### config.mk
export PLATFORM = sky130hd
export DESIGN_NAME = key_conditioner
export DESIGN_NICKNAME = d
export VERILOG_FILES = /design/src/rtl/key_conditioner_pkg.sv /design/src/rtl/key_debounce_ch.sv /design/src/rtl/key_conditioner.sv
export SDC_FILE = /design/constraint.sdc
export NUM_CORES = 1
export LEC_CHECK = 0
export ABC_AREA = 1
export BUFFER_PORTS_ARGS = -buffer_cell sky130_fd_sc_hd__buf_4
export CORE_ASPECT_RATIO = 0.6
export CORE_MARGIN = 4
export CORE_UTILIZATION = 60
export CTS_BUF_LIST = sky130_fd_sc_hd__clkbuf_8
export DETAILED_ROUTE_END_ITERATION = 6
export PLACE_DENSITY_LB_ADDON = 0.2
export SYNTH_ARGS = -nofsm -noshare
export SYNTH_HDL_FRONTEND = slang
export SYNTH_SLANG_ARGS = --single-unit
### constraint.sdc
create_clock -name clk -period 4.5 [get_ports clk]
set_input_delay 1.125 -clock clk [delete_from_list [all_inputs] [get_ports clk]]
set_output_delay 1.125 -clock clk [all_outputs]
set_load 0.01 [all_outputs]
### src/rtl/key_conditioner_pkg.sv
// Shared constants and types for the key conditioner and the lock core.
// Key index constants give both blocks the same meaning for each key.
package key_conditioner_pkg;

    localparam int DEFAULT_DEBOUNCE_CYCLES = 1_000_000;
    localparam int DEFAULT_REPEAT_DELAY    = 50_000_000;
    localparam int DEFAULT_REPEAT_PERIOD   = 10_000_000;

    localparam int KEY_ENTER = 0;
    localparam int KEY_CLEAR = 1;
    localparam int KEY_MODE  = 2;
    localparam int KEY_BACK  = 3;

    typedef enum logic {
        LVL_UP   = 1'b0,
        LVL_DOWN = 1'b1
    } key_state_e;

    // Width of a counter that must hold values 0..max_count.
    function automatic int cnt_width(input int max_count);
        return (max_count < 1) ? 1 : $clog2(max_count + 1);
    endfunction

endpackage

### src/rtl/key_debounce_ch.sv
// One key channel: two-flop synchroniser, debounce counter, stable level, press/release pulses.
// Auto-repeat of press pulses is present only when KEY_REPEAT_EN is defined.
//
// state    | meaning
// ---------+---------------------------
// LVL_UP   | key debounced as released
// LVL_DOWN | key debounced as pressed
module key_debounce_ch
    import key_conditioner_pkg::*;
#(
`ifdef KEY_REPEAT_EN
    parameter int REPEAT_DELAY    = DEFAULT_REPEAT_DELAY,
    parameter int REPEAT_PERIOD   = DEFAULT_REPEAT_PERIOD,
`endif
    parameter int DEBOUNCE_CYCLES = DEFAULT_DEBOUNCE_CYCLES
) (
    input  logic clk,
    input  logic rst,
    input  logic key_n,
    output logic level,
    output logic press,
    output logic release_pulse,
    output logic press_set
);

    localparam int            CW       = cnt_width(DEBOUNCE_CYCLES);
    localparam logic [CW-1:0] CNT_LAST = CW'(DEBOUNCE_CYCLES - 1);

    logic          sync_1, sync_2, pressed_s;
    key_state_e    state, state_nxt;
    logic [CW-1:0] cnt, cnt_nxt;
    logic          flip, rise, fall, rep_fire;

    // Flops reset to the released pin level so reset never looks like a press.
    always_ff @(posedge clk or posedge rst) begin
        if (rst) begin
            sync_1 <= 1'b1;
            sync_2 <= 1'b1;
        end else begin
            sync_1 <= key_n;
            sync_2 <= sync_1;
        end
    end

    assign pressed_s = ~sync_2;

    always_ff @(posedge clk or posedge rst) begin
        if (rst) begin
            state <= LVL_UP;
            cnt   <= '0;
        end else begin
            state <= state_nxt;
            cnt   <= cnt_nxt;
        end
    end

    always_comb begin
        state_nxt = state;
        cnt_nxt   = '0;
        flip      = 1'b0;
        if (pressed_s != logic'(state)) begin
            if (cnt == CNT_LAST) begin
                flip      = 1'b1;
                state_nxt = (state == LVL_UP) ? LVL_DOWN : LVL_UP;
            end else begin
                cnt_nxt = cnt + 1'b1;
            end
        end
    end

    assign rise = flip && (state == LVL_UP);
    assign fall = flip && (state == LVL_DOWN);

`ifdef KEY_REPEAT_EN
    localparam int RPT_MAX = (REPEAT_DELAY > REPEAT_PERIOD) ? REPEAT_DELAY : REPEAT_PERIOD;
    localparam int            RW        = cnt_width(RPT_MAX);
    localparam logic [RW-1:0] RPT_FIRST = RW'(REPEAT_DELAY - 1);
    localparam logic [RW-1:0] RPT_NEXT  = RW'(REPEAT_PERIOD - 1);

    logic [RW-1:0] rpt_cnt;
    logic          held;

    // Held and not releasing on this edge; the release edge never fires a repeat.
    assign held     = (state == LVL_DOWN) && !fall;
    assign rep_fire = held && (rpt_cnt == '0);

    always_ff @(posedge clk or posedge rst) begin
        if (rst) begin
            rpt_cnt <= '0;
        end else if (rise) begin
            rpt_cnt <= RPT_FIRST;
        end else if (held) begin
            rpt_cnt <= (rpt_cnt == '0) ? RPT_NEXT : rpt_cnt - 1'b1;
        end else begin
            rpt_cnt <= '0;
        end
    end
`else
    assign rep_fire = 1'b0;
`endif

    assign press_set = rise | rep_fire;

    always_ff @(posedge clk or posedge rst) begin
        if (rst) begin
            press         <= 1'b0;
            release_pulse <= 1'b0;
        end else begin
            press         <= press_set;
            release_pulse <= fall;
        end
    end

    assign level = logic'(state);

endmodule

### src/rtl/key_conditioner.sv
// Key conditioner: N_KEYS debounced channels with press/release pulses and a registered key_any.
// Define KEY_REPEAT_EN to add auto-repeat press pulses while a key stays held.
module key_conditioner
    import key_conditioner_pkg::*;
#(
    parameter int N_KEYS          = 4,
    parameter int DEBOUNCE_CYCLES = DEFAULT_DEBOUNCE_CYCLES,
    parameter int REPEAT_DELAY    = DEFAULT_REPEAT_DELAY,
    parameter int REPEAT_PERIOD   = DEFAULT_REPEAT_PERIOD
) (
    input  logic              clk,
    input  logic              rst,
    input  logic [N_KEYS-1:0] key_n,
    output logic [N_KEYS-1:0] key_level,
    output logic [N_KEYS-1:0] key_press,
    output logic [N_KEYS-1:0] key_release,
    output logic              key_any
);

    logic [N_KEYS-1:0] press_set;

    if (DEBOUNCE_CYCLES < 1 || REPEAT_DELAY < 1 || REPEAT_PERIOD < 1) begin : g_bad_param
        $error("key_conditioner: DEBOUNCE_CYCLES, REPEAT_DELAY and REPEAT_PERIOD must be >= 1");
    end

    for (genvar i = 0; i < N_KEYS; i++) begin : g_ch
        key_debounce_ch #(
`ifdef KEY_REPEAT_EN
            .REPEAT_DELAY    (REPEAT_DELAY),
            .REPEAT_PERIOD   (REPEAT_PERIOD),
`endif
            .DEBOUNCE_CYCLES (DEBOUNCE_CYCLES)
        ) u_ch (
            .clk           (clk),
            .rst           (rst),
            .key_n         (key_n[i]),
            .level         (key_level[i]),
            .press         (key_press[i]),
            .release_pulse (key_release[i]),
            .press_set     (press_set[i])
        );
    end

    // Built from the same next-state terms as key_press so both land on one cycle.
    always_ff @(posedge clk or posedge rst) begin
        if (rst) key_any <= 1'b0;
        else     key_any <= |press_set;
    end

endmodule

==> metrics.cfg, run 1 <==
[synth]
async_reset_ff_share_pct = 100
synth_edf_count = 0
avgSynthCellArea_um2 = 7.90
synth-seq-cells = 101
yosys_warnings = 0
synthFlopType = dfrtp_1
syn_nets = 690
synth_seq_area_share_pct = 47.2
syn-cell-area_um2 = 5370
synthesis.instances = 680
ys_types = 30

[timing]
min_period_ns = 2.11
fmax_mhz = 474
hold_ws_ns = 0.360
finalSetupViolCount = 0
tns_ns = 0
worst_slew_pin_slew_ns = 0.599
period_share_pct = 46.9
hold_violations = 0
finalMaxSlewViolations = 0
max-slew-margin-rel_pct = 60.1
rsz0062_at_grt = false
finClkSkew_ns = 0.0102

[cts]
clk_latency_ns = 0.37
tritoncts = done
cts.repair.resized = 0
clock_path_buffers = 2
clk_pin_slew_ns = 0.10
cts.htree.levels = 3
cts-root-buf = clkbuf_8
numCtsBuffers = 9
post_cts_buffers = 0
cts_hold_buf = 0
clock-sinks = 101

[global_routing]
antenna_found_initial = 0
grt_first_pass_wirelength_um = 19500
grt.overflow.total = 0
grtUsageMet3_pct = 5.72
grt_use_total_pct = 23.6
busiest_layer = met2
use_met2_pct = 35.6
grt_max_degree = 51
grt_pass1_vias = 4105
use_met1_pct = 34.2

[min_path]
hold_path.class = reg2reg

[power]
switchingPower_uw = 381
total_power_uw = 1640
power_density_nw_per_um2 = 283
p_leak_uw = 0.00267
pwr-share-seq_pct = 57.0
switching_share_pct = 23.3
p_clk_share_pct = 39.1
p_int_uw = 1260
ir_worst_vdd_v = 0.000187
comb_power_share_pct = 3.9

[place]
place_inst = 798
dpl_cell_area_um2 = 5560
gp_congestion = 0.902
portBuffers = 18
hpwl_um = 8240

[drt]
antenna_left = 0
post-route-drc-count = 0
vias_per_cell = 5.32
routedWlPerCell_um = 13.8
dr_total_vias = 4328
drtIter0Drc = 465
drt-pass1-iter-count = 5
wl_um = 11200

[setup_path]
critPathCaptureType = output pin
worstSetupPathType = reg2out
crit_fanout = 4
slowest_stage = dfrtp_1
critPathLaunchType = flop
critPathRequiredTime_ns = 3.38
path_cells = buf_4
arrival_ns = 0.98
cp.buffers_inverters = 1
critPathTopFamily = flip-flops
slowest_delay_ns = 0.44

[floorplanning]
fp-row-count = 26
ios = 19
fp.dieW_um = 130
core_um2 = 8620
die_h_um = 81.3
initial_utilization_pct = 62.3
die_area_um2 = 10600

[layout]
design_area_um2 = 5790
nets = 707
antenna_cells = 0
drive_gt1_share_pct = 12.7
instances_no_fill = 814
area_delta_synth_final_pct = 7.69

[job]
cap_violations = 0

[run_status]
status = completed

-- routing by layer --
layer | share of wire, % | up-vias | routed length, µm
li1 | - | 2128 | -
met1 | 49 | 2047 | 5440
met2 | 45 | 137 | 5000
met3 | 5.7 | 16 | 644
met4 | 1.2 | 0 | 130
met5 | 0 | - | 0
-- cell usage in the layout, fill, tap and decap left out, types with 9 or more instances in the layout --
cell / n
a21oi_1: 22
buf_4: 20
clkbuf_8: 9
dfrtp_1: 93
inv_1: 88
nand2_1: 122
nand2_2: 12
nand3_1: 66
nor2_1: 154
nor2_2: 11
nor2_4: 9
nor3_1: 9
xnor2_1: 13
xor2_1: 25
-- Yosys cell counts (11+ instances only) --
library cell  instances  share of area (%)
nor2_1              154                 11
nand2_1             122                8.5
dfrtp_1              93                 43
inv_1                89                6.2
nand3_1              66                6.1
xor2_1               25                4.1
a21oi_1              22                2.0
buf_4                13                1.8
xnor2_1              13                2.1
nand2_2              12                1.4
nor2_2               11                1.3
-- cells by family (layout without fill, tap and decap cells) --
logic type	count (synthesis)	in the layout	synth area share, %
adder cells (fa/ha/maj)	4	4	0.932
AND/OR/NAND/NOR	400	400	34.2
flip-flops	101	101	47.2
XOR/XNOR	38	38	6.19
AO/OA/AOI/OAI	33	33	3.24
buffers and inverters	104	126	8.20
-- flip-flops by register name (all words and copies together) (netlist names) --
register,count
g_ch.u_ch.level,4
g_ch.u_ch.sync_1,4
g_ch.u_ch.sync_2,4
g_ch.u_ch.release_pulse,4
g_ch.u_ch.cnt,80
g_ch.u_ch.press,4
key_any,1
-- power groups by stage --
stage	logic [µW]	clock network, µW	registers [µW]
CTS	66.6	660	933
global placement	62.8	0	949
global route	75.1	701	934
finish	64.5	640	932
detailed placement	66.3	0	950
floorplan	46.1	0	947
-- cell type report --
cell class	instances	area [µm²]
flip-flops and latches	101	2540
clock inverters	7	98.8
repair buffers	20	150
inverters	90	340
multi-input cells	475	2390
clock buffers	9	124
fillers	732	2840
well taps	112	140
-- final timing paths --
kind,startpoint,to,slack (ns),cells after the start
max in group asynchronous,rst,g_ch[2].u_ch.cnt[6]$_DFF_PP0_,2.81,3
worst max register to register,g_ch[0].u_ch.cnt[0]$_DFF_PP0_,key_any$_DFF_PP0_,2.69,7
worst max-delay path,g_ch[0].u_ch.level$_DFFE_PP0N_,key_level[0],2.39,1
worst min-delay path,g_ch[3].u_ch.sync_1$_DFF_PP1_,g_ch[3].u_ch.sync_2$_DFF_PP1_,0.36,0
min in group asynchronous,rst,g_ch[0].u_ch.release_pulse$_DFF_PP0_,0.82,2
worst min register to register,g_ch[3].u_ch.sync_1$_DFF_PP1_,g_ch[3].u_ch.sync_2$_DFF_PP1_,0.36,0
-- per-stage QoR --
step / util, % / setup slack (ns)
after floorplan: - / 0.741
after global placement: 64.5 / 2.38
after detailed placement: 64.5 / 2.36
after CTS: 67.1 / 2.37
after global routing: 67.1 / 2.33
final: 67.1 / 2.39
Power figures use the tool's default switching activity.
==> run 2: changes to the inputs <==
ABC_AREA = 0   (was 1)
CORE_UTILIZATION = 58   (was 60)
clock period = 1.7 ns   (was 4.5 ns; I/O delays follow)
==> metrics.cfg, run 2 <==
[power]
p_leak_uw = 0.00266  ; was 0.00267 µW
p_int_uw = 3300  ; was 1260 µW
comb_power_share_pct = 7.3  ; was 3.9%
switchingPower_uw = 1060  ; was 381 µW
pwr-share-seq_pct = 56.7  ; was 57.0%
p_clk_share_pct = 36.0  ; was 39.1%
power_density_nw_per_um2 = 659  ; was 283 nW/µm²
ir_worst_vdd_v = 0.000810  ; was 0.000187 V
switching_share_pct = 24.2  ; was 23.3%

[synth]
syn_nets = 489  ; was 690
async_reset_ff_share_pct = 100  ; unchanged
synth_top_area_share_pct = 48.5  ; was 43.3%
ys_top_cells_by_count = dfrtp_1 (93), nor2_1 (60), xnor2_1 (37)  ; was nor2_1 (154), nand2_1 (122), dfrtp_1 (93)
synth_compound_area_share_pct = 7.76  ; was 3.24%
yosysMostFrequentCell = dfrtp_1  ; was nor2_1
syn-cell-area_um2 = 4800  ; was 5370 µm²
yosys_warnings = 0  ; unchanged
ys_types = 36  ; was 30
synthAdderAreaFrac_pct = 1.04  ; was 0.932%
synthMuxAreaShare_pct = 0  ; unchanged
yosys.area.top_type = dfrtp_1  ; unchanged
synth_top_family_by_area = simple AND/OR/NAND/NOR gates  ; unchanged
synthTopCellsByArea = dfrtp_1 (48%), xnor2_1 (6.7%), nor2_1 (4.7%), dfstp_2 (4.4%), or4_1 (3.8%)  ; was dfrtp_1 (43%), nor2_1 (11%), nand2_1 (8.5%), inv_1 (6.2%), nand3_1 (6.1%)
synth-simple-area-share_pct = 24.4  ; was 34.2%
synthFlopType = dfrtp_1  ; unchanged
synth_edf_count = 0  ; unchanged
avgSynthCellArea_um2 = 10.0  ; was 7.90 µm²
synth-seq-cells = 101  ; unchanged
synth_seq_area_share_pct = 52.8  ; was 47.2%
synth_xor_area_share_pct = 9.12  ; was 6.19%
synthesis.instances = 479  ; was 680

[timing]
tns_ns = -23.49  ; was 0 ns
min_period_ns = 2.06
rsz0062_at_grt = true  ; was false
fin_ws_ns = -0.355  ; was 2.39 ns
worst_slew_pin_slew_ns = 0.533  ; was 0.599 ns
period_share_pct = 121
finalSetupViolCount = 89  ; was 0
finClkSkew_ns = 0.0120  ; was 0.0102 ns
fmax_mhz = 487
finalMaxSlewViolations = 0  ; unchanged
max-slew-margin-rel_pct = 64.2  ; was 60.1%
hold_violations = 0  ; unchanged

[layout]
area_delta_synth_final_pct = 37.6  ; was 7.69%
nets = 615  ; was 707
top_register = g_ch.u_ch.cnt  ; unchanged
final_cell_mix = buf_4 (121), dfrtp_1 (92), xnor2_1 (37)  ; was nor2_1 (154), nand2_1 (122), dfrtp_1 (93)
instances_no_fill = 718  ; was 814
largest_reg_flops = 80  ; unchanged
final_common_cell = buf_4  ; was nor2_1
antenna_cells = 0  ; unchanged
drive_gt1_share_pct = 45.2  ; was 12.7%

[global_routing]
grt_use_total_pct = 26.5  ; was 23.6%
antenna_found_initial = 0  ; unchanged
grt_max_degree = 59  ; was 51
grt_first_pass_wirelength_um = 20800  ; was 19500 µm
grt.overflow.total = 0  ; unchanged
grt_pass1_vias = 4254  ; was 4105

[place]
pre_cts_slack_ns = -0.431  ; was 2.36 ns
portBuffers = 18  ; unchanged
place_inst = 686  ; was 798
gp_congestion = 0.856  ; was 0.902
hpwl_um = 8060  ; was 8240 µm

[job]
cap_violations = 0  ; unchanged

[setup_path]
critPathLaunchType = flop  ; unchanged
worstSetupPathType = reg2reg  ; was reg2out
path_depth = 5  ; was 1
path_cells = or4_1 > or4_4 > o21ai_4 > buf_6 > a21oi_1  ; was buf_4
slowest_delay_ns = 0.59  ; was 0.44 ns
critPathRequiredTime_ns = 1.95  ; was 3.38 ns
critPathTopFamily = simple AND/OR/NAND/NOR gates  ; was flip-flops
arrival_ns = 2.31  ; was 0.98 ns
cp.buffers_inverters = 1  ; unchanged
critPathCaptureType = flop  ; was output pin
r2r.worst_path.cells = 5  ; was 7
crit_fanout = 6  ; was 4
slowest_stage = or4_4  ; was dfrtp_1

[cts]
clk_pin_slew_ns = 0.10  ; about the same
cts.htree.levels = 3  ; unchanged
clock-sinks = 101  ; unchanged
clk_latency_ns = 0.37  ; about the same
clock_path_buffers = 2  ; unchanged
cts_hold_buf = 0  ; unchanged
tritoncts = done  ; unchanged
cts-root-buf = clkbuf_8  ; unchanged
numCtsBuffers = 9  ; unchanged

[drt]
drtIter0Drc = 375  ; was 465
antenna_left = 0  ; unchanged
routedWlPerCell_um = 18.2  ; was 13.8 µm
drt-pass1-iter-count = 5  ; unchanged
post-route-drc-count = 0  ; unchanged
vias_per_cell = 5.97  ; was 5.32
wl_um = 13100  ; was 11200 µm
dr_total_vias = 4283  ; was 4328

[floorplanning]
die_h_um = 78.5  ; was 81.3 µm
core_um2 = 7980  ; was 8620 µm²
fp.dieW_um = 125  ; was 130 µm
initial_utilization_pct = 60.2  ; was 62.3%
fp-row-count = 25  ; was 26
ios = 19  ; unchanged
die_area_um2 = 9850  ; was 10600 µm²

[min_path]
hold_path.class = in2async  ; was reg2reg

[run_status]
status = complete, but fails checks  ; was completed
violations = setup timing

run 2: power by group through the flow:
stage	Combinational, µW	Clock (µW)	Sequential, µW
2_1_floorplan	116	0	2520
3_3_place_gp	224	0	2510
3_5_place_dp	233	0	2510
4_1_cts	272	1590	2470
5_1_grt	349	1720	2470
6_report	318	1570	2470
run 2: cells by family after synthesis:
family | Yosys count
DFF | 101
buffers and inverters | 43
and+or+nand+nor | 219
adders and majority gates | 4
AOI/OAI and AO/OA | 62
xor gates and xnor gates | 50
run 2: layout make-up:
cell class	count	area (µm²)
clock inverter	6	63.8
timing repair buffer	141	1180
inverter	17	67.6
clock buffer	10	138
tap	108	135
sequential	101	2540
multi-input combinational	335	2480
fill	464	1370
run 2: metal layers:
metal / wire length, µm / up-vias / global-route usage (%) / share of wire, %
met1: 5350 / 2126 / 34.5 / 41
met3: 837 / 43 / 5.71 / 6.4
met5: 0 / - / 0 / 0
li1: - / 1935 / - / -
met2: 6510 / 179 / 44.5 / 50
met4: 376 / 0 / 8.98 / 2.9
run 2: per-stage QoR:
stage          util (%)  total power, µW  hold WS, ns  instance area [µm²]
5_1_grt            82.9             4540       0.0257                 6610
4_1_cts            79.0             4340      0.00796                 6300
3_5_place_dp       72.8             2750        0.348                 5810
2_1_floorplan         -             2630        0.345                 4900
6_report           82.9             4360       0.0178                 6610
3_3_place_gp       72.8             2730        0.346                 5810
run 2: timing repair:
| action | CTS | global route |
|---|---|---|
| endpoints found under the setup margin | 90 | 89 |
| cloned | 3 | 2 |
| buffers inserted | 7 | 5 |
| hold endpoints to repair | 0 | 0 |
| pin swaps | 26 | 17 |
| gates resized for setup | 55 | 77 |
run 2: worst paths after layout:
kind | start | end | slack, ns
max in group asynchronous | rst | g_ch[1].u_ch.sync_1$_DFF_PP1_ | 1.03
setup / recovery | g_ch[0].u_ch.cnt[12]$_DFF_PP0_ | g_ch[0].u_ch.cnt[17]$_DFF_PP0_ | -0.36
hold reg to reg | g_ch[3].u_ch.sync_1$_DFF_PP1_ | g_ch[3].u_ch.sync_2$_DFF_PP1_ | 0.36
min in group clk | key_n[0] | g_ch[0].u_ch.sync_1$_DFF_PP1_ | 0.15
hold / removal | rst | g_ch[3].u_ch.cnt[10]$_DFF_PP0_ | 0.02
setup reg to reg | g_ch[0].u_ch.cnt[12]$_DFF_PP0_ | g_ch[0].u_ch.cnt[17]$_DFF_PP0_ | -0.36
run 2: worst reg2reg max path: cells and delay by family, from the launching register on:
kind | cells | cell delay [ns]
and+or+nand+nor | 2 | 1.11
DFF | 1 | 0.39
AOI/OAI and AO/OA | 2 | 0.26
buffers and inverters | 1 | 0.17
==> run 3: changes to the inputs <==
CORE_ASPECT_RATIO = default   (was 0.6)
==> metrics.cfg, run 3 (synthesis results as in run 2) <==
[run_status]
status = complete, but fails checks  ; unchanged
violations = setup timing  ; unchanged

[job]
cap_violations = 0  ; unchanged

[cts]
tritoncts = done  ; unchanged
clk_latency_ns = 0.36  ; was 0.37 ns
cts_hold_buf = 0  ; unchanged
cts.htree.levels = 3  ; unchanged
cts-root-buf = clkbuf_8  ; unchanged
numCtsBuffers = 9  ; unchanged
clock-sinks = 101  ; unchanged
clock_path_buffers = 2  ; unchanged
clk_pin_slew_ns = 0.09  ; was 0.10 ns

[timing]
finClkSkew_ns = 0.00885  ; was 0.0120 ns
hold_ws_ns = 0.165  ; was 0.0178 ns
rsz0062_at_grt = true  ; unchanged
worst_slew_pin_slew_ns = 0.557  ; was 0.533 ns
min_period_ns = 2.08  ; was 2.06 ns
period_share_pct = 122  ; was 121%
max-slew-margin-rel_pct = 62.9  ; was 64.2%
tns_ns = -20.90  ; was -23.49 ns
hold_violations = 0  ; unchanged
fmax_mhz = 481  ; was 487 MHz
finalMaxSlewViolations = 0  ; unchanged
fin_ws_ns = -0.380  ; was -0.355 ns
finalSetupViolCount = 89  ; unchanged

[global_routing]
grt_use_total_pct = 23.3  ; was 26.5%
grt_first_pass_wirelength_um = 18700  ; was 20800 µm
antenna_found_initial = 0  ; unchanged
grt_max_degree = 102  ; was 59
grt_pass1_vias = 4076  ; was 4254
grt.overflow.total = 0  ; unchanged

[drt]
vias_per_cell = 5.78  ; was 5.97
dr_total_vias = 4059  ; was 4283
routedWlPerCell_um = 16.0  ; was 18.2 µm
post-route-drc-count = 0  ; unchanged
antenna_left = 0  ; unchanged
drtIter0Drc = 226  ; was 375
drt-pass1-iter-count = 4  ; was 5
wl_um = 11200  ; was 13100 µm

[setup_path]
crit_start = g_ch[2].u_ch.cnt[8]$_DFF_PP0_  ; was g_ch[0].u_ch.cnt[12]$_DFF_PP0_
slowest_stage = or4_4  ; unchanged
reg2reg_from = g_ch[2].u_ch.cnt[8]$_DFF_PP0_  ; was g_ch[0].u_ch.cnt[12]$_DFF_PP0_
r2r.worst_path.cells = 5  ; unchanged
critPathLaunchType = flop  ; unchanged
critPathRequiredTime_ns = 1.95  ; about the same
arrival_ns = 2.33  ; was 2.31 ns
critPathTopFamily = simple AND/OR/NAND/NOR gates  ; unchanged
reg2reg_to = g_ch[2].u_ch.cnt[12]$_DFF_PP0_  ; was g_ch[0].u_ch.cnt[17]$_DFF_PP0_
cp.buffers_inverters = 1  ; unchanged
crit_fanout = 8  ; was 6
path_cells = or4_4 > or4_4 > o21ai_4 > buf_6 > nor2_1  ; was or4_1 > or4_4 > o21ai_4 > buf_6 > a21oi_1
critPathMostFrequentCell = or4_4
reg2reg_slack_ns = -0.38  ; was -0.36 ns
worstSetupPathType = reg2reg  ; unchanged
slowest_delay_ns = 0.57  ; was 0.59 ns
critPathCaptureType = flop  ; unchanged

[layout]
final_cell_mix = buf_4 (116), dfrtp_1 (93), nor2_1 (38)  ; was buf_4 (121), dfrtp_1 (92), xnor2_1 (37)
nets = 606  ; was 615
final_common_cell = buf_4  ; unchanged
drive_gt1_share_pct = 38.5  ; was 45.2%
top_register = g_ch.u_ch.cnt  ; unchanged
area_delta_synth_final_pct = 33.2  ; was 37.6%
largest_reg_flops = 80  ; unchanged
antenna_cells = 0  ; unchanged

[floorplanning]
die_h_um = 99.0  ; was 78.5 µm
core_um2 = 7890  ; was 7980 µm²
ios = 19  ; unchanged
die_area_um2 = 9800  ; was 9850 µm²
fp.dieW_um = 99.0  ; was 125 µm
fp-row-count = 32  ; was 25
initial_utilization_pct = 60.9  ; was 60.2%

[place]
pre_cts_slack_ns = -0.390  ; was -0.431 ns
hpwl_um = 7130  ; was 8060 µm
gp_congestion = 0.830  ; was 0.856
portBuffers = 18  ; unchanged

[power]
power_density_nw_per_um2 = 699  ; was 659 nW/µm²
ir_worst_vdd_v = 0.000753  ; was 0.000810 V
p_leak_uw = 0.00265  ; was 0.00266 µW

[min_path]
hold_path.class = in2async  ; unchanged

[run 3: cell count changes in the layout (fill, tap and decap cells not counted), sizes merged]
cell / change
buf: -7
clkinv: -2
bufinv: +1
inv: -2
[run 3: how the worst max path moves through the flow]
stage,end,cells after the start,slack [ns]
3_5_place_dp,g_ch[0].u_ch.cnt[18]$_DFF_PP0_,5,-0.39
5_1_grt,g_ch[2].u_ch.level$_DFFE_PP0N_,5,-0.43
2_1_floorplan,g_ch[0].u_ch.cnt[13]$_DFF_PP0_,6,-0.41
6_report,g_ch[2].u_ch.cnt[12]$_DFF_PP0_,5,-0.38
4_1_cts,g_ch[2].u_ch.cnt[19]$_DFF_PP0_,5,-0.32
3_3_place_gp,g_ch[2].u_ch.cnt[17]$_DFF_PP0_,5,-0.34
[run 3: worst min-delay path, stage by stage]
cell        delay [ns]
buf_4             0.12
clkinvlp_4        0.07
buf_12            0.38
[run 3: cell type report]
cell class                      instances  area, µm²
Multi-Input combinational cell        335       2350
Tap cell                              102        128
Clock inverter                          3       67.6
Sequential cell                       101       2540
Inverter                               17       67.6
Fill cell                             427       1490
Clock buffer                           12        165
Timing Repair Buffer                  132       1080
[run 3: metal layers]
| metal | global-route usage, % | routed length [µm] | up-vias |
|---|---|---|---|
| li1 | - | - | 1917 |
| met5 | 0 | 0 | - |
| met3 | 4.88 | 447 | 26 |
| met1 | 28.8 | 4650 | 2032 |
| met2 | 40.9 | 5880 | 84 |
| met4 | 7.04 | 250 | 0 |
[run 3: stage by stage]
stage,util [%],instances,total power (µW),area [µm²]
after global routing,81.1,702,4630,6400
final,81.1,702,4470,6400
after global placement,73.4,678,2730,5790
after floorplan,-,479,2630,4900
after CTS,79.0,698,4490,6230
after detailed placement,73.4,678,2740,5790
[run 3: repair_timing]
item,CTS,global route
buffers inserted,5,4
pin swaps,22,12
resized for setup,50,34
setup endpoints to repair,90,90
[run 3: where the power goes]
part	switching, µW	total, µW	leakage, µW	internal (µW)
combinational	151	262	0.00117	111
clock	800	1740	0.000115	942
sequential	25.2	2470	0.00137	2440
